===== config.mk =====
export PLATFORM = sky130hd
export DESIGN_NAME = rca_mpadd_seq
export DESIGN_NICKNAME = d
export VERILOG_FILES = /design/src/rtl/rca_mpadd_seq.sv
export SDC_FILE = /design/constraint.sdc
export NUM_CORES = 1
export LEC_CHECK = 0
export ABC_AREA = 1
export CORE_MARGIN = 5
export CORE_UTILIZATION = 55
export DETAILED_ROUTE_END_ITERATION = 7
export HOLD_SLACK_MARGIN = 0.1
export PLACE_DENSITY = 0.84
export SLEW_MARGIN = 15
export SYNTH_ARGS = -nofsm -noshare
export SYNTH_HDL_FRONTEND = slang
export SYNTH_SLANG_ARGS = --single-unit
export TNS_END_PERCENT = 50

===== constraint.sdc =====
create_clock -name clk -period 6.4 [get_ports clk]
set_input_delay 0.96 -clock clk [delete_from_list [all_inputs] [get_ports clk]]
set_output_delay 0.96 -clock clk [all_outputs]
set_load 0.005 [all_outputs]

===== src/rtl/rca_mpadd_seq.sv =====
// rca_mpadd_seq: word-serial multi-precision adder reusing one N-bit ripple-carry adder over WORDS cycles.
// Optional subtract mode (port sub) is built when RCA_SUB_EN is defined.
module rca_mpadd_seq_rca #(
  parameter int N = 8
) (
  input  logic [N-1:0] i_a,
  input  logic [N-1:0] i_b,
  input  logic         i_cin,
  output logic [N-1:0] o_s,
  output logic         o_cout
);
  logic [N:0] w_c;
  assign w_c[0] = i_cin;
  for (genvar i = 0; i < N; i++) begin : g_fa
    assign o_s[i]    = i_a[i] ^ i_b[i] ^ w_c[i];
    assign w_c[i+1]  = (i_a[i] & i_b[i]) | (w_c[i] & (i_a[i] ^ i_b[i]));
  end
  assign o_cout = w_c[N];
endmodule

module rca_mpadd_seq #(
  parameter int N     = 8,
  parameter int WORDS = 4
) (
  input  logic               clk,
  input  logic               rst,
  input  logic               start,
  input  logic [N*WORDS-1:0] a,
  input  logic [N*WORDS-1:0] b,
  input  logic               cin,
`ifdef RCA_SUB_EN
  input  logic               sub,
`endif
  output logic               busy,
  output logic               done,
  output logic [N*WORDS-1:0] sum,
  output logic               cout
);
  localparam int W  = N * WORDS;
  localparam int IW = (WORDS > 1) ? $clog2(WORDS) : 1;
  localparam logic [IW-1:0] LAST = IW'(WORDS - 1);
  typedef enum logic [1:0] {IDLE, RUN, DONE} state_t;
  state_t        r_state, w_next;
  logic [W-1:0]  r_a, r_b, r_sum;
  logic [IW-1:0] r_idx;
  logic          r_carry, r_cout;
  logic [N-1:0]  w_a_word, w_b_word, w_s;
  logic          w_co, w_accept, w_init_carry;
`ifdef RCA_SUB_EN
  logic r_sub;
  assign w_b_word     = r_b[r_idx*N +: N] ^ {N{r_sub}};
  assign w_init_carry = sub | cin;
`else
  assign w_b_word     = r_b[r_idx*N +: N];
  assign w_init_carry = cin;
`endif
  assign w_a_word = r_a[r_idx*N +: N];
  assign w_accept = (r_state == IDLE) && start;
  rca_mpadd_seq_rca #(.N(N)) u_rca (
    .i_a    (w_a_word),
    .i_b    (w_b_word),
    .i_cin  (r_carry),
    .o_s    (w_s),
    .o_cout (w_co)
  );
  always_comb begin
    w_next = (r_state == IDLE) ? (start ? RUN : IDLE) :
             (r_state == RUN)  ? ((r_idx == LAST) ? DONE : RUN) : IDLE;
    busy   = r_state != IDLE;
    done   = r_state == DONE;
  end
  always_ff @(posedge clk or posedge rst) begin
    if (rst) begin
      r_state <= IDLE;
      r_a     <= '0;
      r_b     <= '0;
      r_sum   <= '0;
      r_idx   <= '0;
      r_carry <= 1'b0;
      r_cout  <= 1'b0;
`ifdef RCA_SUB_EN
      r_sub   <= 1'b0;
`endif
    end else begin
      r_state <= w_next;
      if (w_accept) begin
        r_a     <= a;
        r_b     <= b;
        r_carry <= w_init_carry;
        r_idx   <= '0;
        r_sum   <= '0;
        r_cout  <= 1'b0;
`ifdef RCA_SUB_EN
        r_sub   <= sub;
`endif
      end else if (r_state == RUN) begin
        r_sum[r_idx*N +: N] <= w_s;
        r_carry             <= w_co;
        if (r_idx == LAST) r_cout <= w_co;
        else r_idx <= r_idx + IW'(1);
      end
    end
  end
  assign sum  = r_sum;
  assign cout = r_cout;
endmodule


* Yosys cells after proc, flatten, opt, wreduce, memory -nomap -nowiden *
Index checks and enable logic that the tools add are counted.

cells by class
  muxes and demuxes = 15
  reduce and logical (&&, ||, !) cells = 7
  shifts and indexed selects = 4
  equality and inequality tests = 4
  add/sub/neg operators = 2
  bitwise operators = 40

operators with widths
  kind                                                                      count
  32-bit two-way mux                                                        2
  32-bit by 6-bit variable part select with 8-bit output                    2
  5-bit negation with 34-bit output                                         1
  8-bit by 34-bit variable shift with 32-bit output (first input constant)  1
  8-bit by 34-bit variable part select with 32-bit output                   1
  32-bit bitwise mux                                                        1
  1-bit bitwise AND                                                         16
  1-bit XOR                                                                 16
  2-bit two-way mux                                                         6
  1-bit OR                                                                  8
  1-bit two-way mux                                                         6
  2-bit nonzero test                                                        3
  2-bit equality test (second input constant)                               2
  2-bit AND reduction                                                       2
  2-bit by 1-bit adder with 2-bit output (second input constant)            1
  2-bit by 1-bit equality test with 1-bit output (second input constant)    1
  2-bit zero test                                                           1
  2-bit inequality test (second input constant)                             1
  1-bit logical AND                                                         1

word-level totals
  bits of input ports = 68
  output and inout port bits = 35
  register bits after elaboration = 102
  word-level logic and storage cells = 79

* Longest topological paths before layout *
  depth after elaboration = 21
  gate-level depth with buffers = 20
  mapped depth without buffers = 19

* Hierarchy *
From an unflattened synthesis, not the netlist that was laid out.

second synthesis, totals
  cell total of the unflattened synthesis = 644
  area total of the unflattened synthesis = 5056.1 µm²

by module, submodules not included
  module             area an instance (µm²)  times used  sequential area each (µm²)  cells each
  rca_mpadd_seq      4858.4                  1           2552.4                      626
  rca_mpadd_seq_rca  197.7                   1           0.0                         18

* Worst setup path after synthesis *
No wires, ideal clock.

  path type = register to register
  start = reg r_idx[0]
  end = reg r_sum[15], in the netlist sum[15]
  buffers on the path = 1
  arrival = 4.294 ns
  stages on the path, launching flop included = 21
  slack = 1.989 ns
  required time = 6.282 ns
  period minus slack after synthesis = 4.411 ns
  setup time = 0.118 ns
  cells stage by stage = dfrtp_1 -> clkinv_1 -> clkbuf_1 -> nand2_1 -> nand3_1 -> nand2_1 -> fa_1 -> fa_1 -> fa_1 -> fa_1 -> fa_1 -> inv_1 -> fa_1 -> inv_1 -> fa_1 -> inv_1 -> fa_1 -> nand3_1 -> nor2_1 -> nand3_1 -> nand2_1

between the ends
  longest elaborated chain between the ends = 21
  elaborated cells between the ends (all ways) = 45
  classes of those cells = add/sub (1); shift (4); mux (3); bitwise (37)

ends and longest elaborated chain
  element                                                                    RTL line  source
  start: declaration                                                         45        logic [IW-1:0] r_idx;
  start signal: assignment                                                   100       else r_idx <= r_idx + IW'(1);
  32-bit by 6-bit variable part select with 8-bit output (on tied branches)  57, 54
  1-bit XOR                                                                  15, 16
  1-bit bitwise AND                                                          16        assign w_c[i+1] = (i_a[i] & i_b[i]) | (w_c[i] & (i_a[i] ^ i_b[i]));
  1-bit OR                                                                   16
  1-bit bitwise AND                                                          16
  1-bit OR                                                                   16
  1-bit bitwise AND                                                          16
  1-bit OR                                                                   16
  [5 not listed]                                                             --
  1-bit OR                                                                   16
  1-bit bitwise AND                                                          16
  1-bit OR                                                                   16
  1-bit XOR                                                                  15        assign o_s[i] = i_a[i] ^ i_b[i] ^ w_c[i];
  8-bit by 34-bit variable part select with 32-bit output                    97        r_sum[r_idx*N +: N] <= w_s;
  32-bit bitwise mux (*)                                                     97
  32-bit two-way mux (*)                                                     96        end else if (r_state == RUN) begin
  32-bit two-way mux (*)                                                     86        if (w_accept) begin
  end signal: indexed assignment                                             97
  end: declaration                                                           44        logic [W-1:0] r_a, r_b, r_sum;

Every way passes the cells marked *; elsewhere a longest branch is shown, timed or not. The select of a mux whose other input is x is not followed.
A chain may end at the register's enable or synchronous reset.

* Final worst setup path *
  start = reg r_idx[1]
  end = reg r_sum[15], in the netlist sum[15]

Same word-level chain as after synthesis.

==> impl_metrics.json <==
{
  "outcome": "completed",
  "viasPerCell": 5.20,
  "drcViolationCount": 0,
  "drive_above_1_share_pct": 3.88,
  "cts_buffers": 9,
  "dr.first_iter.drc_count": 364,
  "ys_seq_area_share_pct": 51.7,
  "hp-class": "reg -> reg",
  "rsz0062_at_grt": "false",
  "final.setup.tns_ps": 0,
  "power.density_nw_per_um2": 532,
  "die_width_um": 105,
  "track_usage_pct": 22.3,
  "antenna_found_initial": 0,
  "clk_root_buffer_cell": "clkbuf_8",
  "rrSetupSlack_ps": 1380,
  "cp-start-kind": "register",
  "yosys_warnings": 0,
  "yosysTopAreaCellShare_pct": 51.7,
  "hold_viol": 0,
  "place_inst": 815,
  "ant_nets": 0,
  "dieArea_um2": 11000,
  "p_switching_w": 0.00148,
  "rows": 34,
  "path_clk_slew_ps": 90,
  "synth_edf_count": 0,
  "cts_sinks": 102,
  "grt_pass1_wl_mm": 20.3,
  "start_util_pct": 56.6,
  "drv_slew": 0,
  "synthToLayoutAreaGrowth_pct": 24.1,
  "synth_nets": 710,
  "cp-end-kind": "register",
  "ir_drop_v": 0.000261,
  "coreArea_um2": 8720,
  "avgSynthCellArea_um2": 7.83,
  "cp_cell_sequence": "inv_1 -> nand3_1 -> nand2_1 -> fa_1 -> fa_1 -> fa_1 -> fa_1 -> fa_1 -> inv_1 -> fa_1 -> inv_1 -> fa_1 -> inv_1 -> fa_1 -> nand3_1 -> nor2_1 -> nand3_1 -> nand2_1",
  "cp.required_ps": 6650,
  "ys_async_sr_fraction_pct": 100,
  "cp_slowest_cell": "dfrtp_1",
  "routed-via-count": 4317,
  "clock_path_buffers": 2,
  "min_period_ps": 5020,
  "p_leak_nw": 3.17,
  "antenna_cells": 0,
  "comb_power_share_pct": 53.7,
  "wl_per_cell_um": 14.4,
  "slowest_delay_ps": 680,
  "synthesis.area_um2": 4930,
  "yosys.area.top_type": "dfrtp_1",
  "maxCapViolCount": 0,
  "port_buffers": 102,
  "instances_no_fill": 830,
  "cts_hold_buf": 0,
  "dp_hpwl_mm": 8.70,
  "synth_area_leaders": "dfrtp_1, nand2_1, nand3_1",
  "post-route-period-util_pct": 78.4,
  "crit_path_frequent_cell": "fa_1",
  "gp_congestion": 0.962,
  "max-slew-margin-rel_pct": 35.9,
  "worstPathArrival_ps": 5270,
  "power_frac_seq_pct": 34.1,
  "design.portCount": 103,
  "cts_resized": 0,
  "clock_skew_ps": 10.6,
  "setup_viol": 0,
  "p_sw_share_pct": 45.4,
  "cts_setup_buffers": 0,
  "die_h_um": 105,
  "synth_top_flop_cell": "dfrtp_1",
  "grt-ovfl-total": 0,
  "synthCells": 630,
  "max_freq_mhz": 199,
  "intPower_w": 0.00178,
  "grt_max_degree": 79,
  "dr.pass1.iters": 5,
  "ys_seq_elements": 102,
  "cp_max_fo": 21,
  "fin_nets": 798,
  "fill_cells": 701,
  "grt_pass1_vias": 4271,
  "clkLatencyLatePin_ps": 360,
  "routed_wl_mm": 12.0,
  "setup.worst_path.class": "reg -> reg",
  "cts_tree": "built",
  "ys_types": 23,
  "pwr-share-clk_pct": 12.3,
  "critPathTopFamily": "adder cells",
  "worstMarginPinSlew_ps": 962,
  "h-tree-depth": 3,
  "cp_num_buf_inv": 4
}
## Yosys cell counts (5+ instances only)
master	n
buf_6	6
nand3b_1	5
nand3_1	39
inv_1	26
buf_2	11
nand4_1	7
a21oi_1	8
nand2_1	335
fa_1	8
dfrtp_1	102
o21ai_0	14
nor2_1	40
buf_4	5
clkbuf_1	6
## tightest hold or removal path, cell delays in order (launching register included)
cell	delay, ps
dfrtp_1	360
nand2_1	50
nand2_1	40
## power groups by stage
stage	Clock [W]	Sequential [W]	Combinational, W
3_3_place_gp	0	0.00111	0.00168
2_1_floorplan	0	0.00106	0.00121
4_1_cts	0.000406	0.00111	0.00174
6_report	0.000400	0.00111	0.00175
5_1_grt	0.000432	0.00114	0.00196
3_5_place_dp	0	0.00112	0.00172
## cell usage in the layout (no fill, tap or decap)
| master | count |
|---|---|
| inv_4 | 1 |
| ha_1 | 4 |
| clkinvlp_4 | 2 |
| nand3_1 | 39 |
| clkbuf_1 | 2 |
| nor2_2 | 1 |
| nand2_2 | 1 |
| inv_1 | 25 |
| fa_1 | 8 |
| clkbuf_8 | 10 |
| nand2_1 | 335 |
| nand3b_1 | 5 |
| dfrtp_1 | 102 |
| o22ai_1 | 2 |
| a21oi_2 | 1 |
| nand2_4 | 2 |
| o21ai_0 | 14 |
| a21oi_1 | 8 |
| nor2_1 | 40 |
| inv_2 | 4 |
| clkinv_1 | 1 |
| bufinv_16 | 1 |
| nand4_1 | 7 |
| buf_4 | 3 |
| nor2_4 | 2 |
| clkdlybuf4s50_1 | 102 |
## sequential cells by signal (all words and copies together), names as in the netlist
name	count
r_carry	1
r_b	32
sum	32
cout	1
r_state	2
r_idx	2
r_a	32
## layout make-up
| class | count | area (µm²) | share of cell area [%] |
|---|---|---|---|
| Sequential cell | 102 | 2550 | 41.7 |
| Multi-Input combinational cell | 469 | 2080 | 34.0 |
| Timing Repair Buffer | 105 | 1040 | 17.0 |
| Clock buffer | 12 | 145 | 2.37 |
| Tap cell | 108 | 135 | 2.21 |
| Inverter | 31 | 119 | 1.94 |
| Clock inverter | 3 | 45.0 | 0.736 |
## cell families after synthesis
family | Yosys count | share of synthesized area, %
flops | 102 | 51.7
simple gates | 432 | 35.3
fa+ha+maj | 12 | 4.26
compound gates | 25 | 2.66
buf+inv | 59 | 6.06
## through the flow
| stage | instance area [µm²] | util [%] | total power (W) | setup slack [ps] | hold slack, ps |
|---|---|---|---|---|---|
| after global placement | 5930 | 68.0 | 0.00279 | 1580 | 456 |
| final | 6120 | 70.2 | 0.00326 | 1380 | 481 |
| after CTS | 6120 | 70.2 | 0.00325 | 1430 | 483 |
| after detailed placement | 5930 | 68.0 | 0.00284 | 1480 | 461 |
| after floorplan | 4930 | - | 0.00227 | 1990 | 444 |
| after global routing | 6120 | 70.2 | 0.00353 | 1120 | 513 |
## worst paths after layout
check / start / endpoint / cells after the start
min in group asynchronous: rst / sum[17] / 2
max in group asynchronous: rst / r_a[18] / 3
hold reg to reg: sum[29] / sum[29] / 2
setup reg to reg: r_idx[1] / sum[15] / 18
setup / recovery: r_idx[1] / sum[15] / 18
hold / removal: sum[29] / sum[29] / 2
## layer usage
layer	global-route usage [%]	part of all wire (%)	routed length (µm)
met5	0	0	0
met4	8.40	2.9	344
met3	4.13	5.8	695
met2	35.8	48	5760
met1	30.2	43	5170
Note: power is estimated with default switching activity, not from simulation.
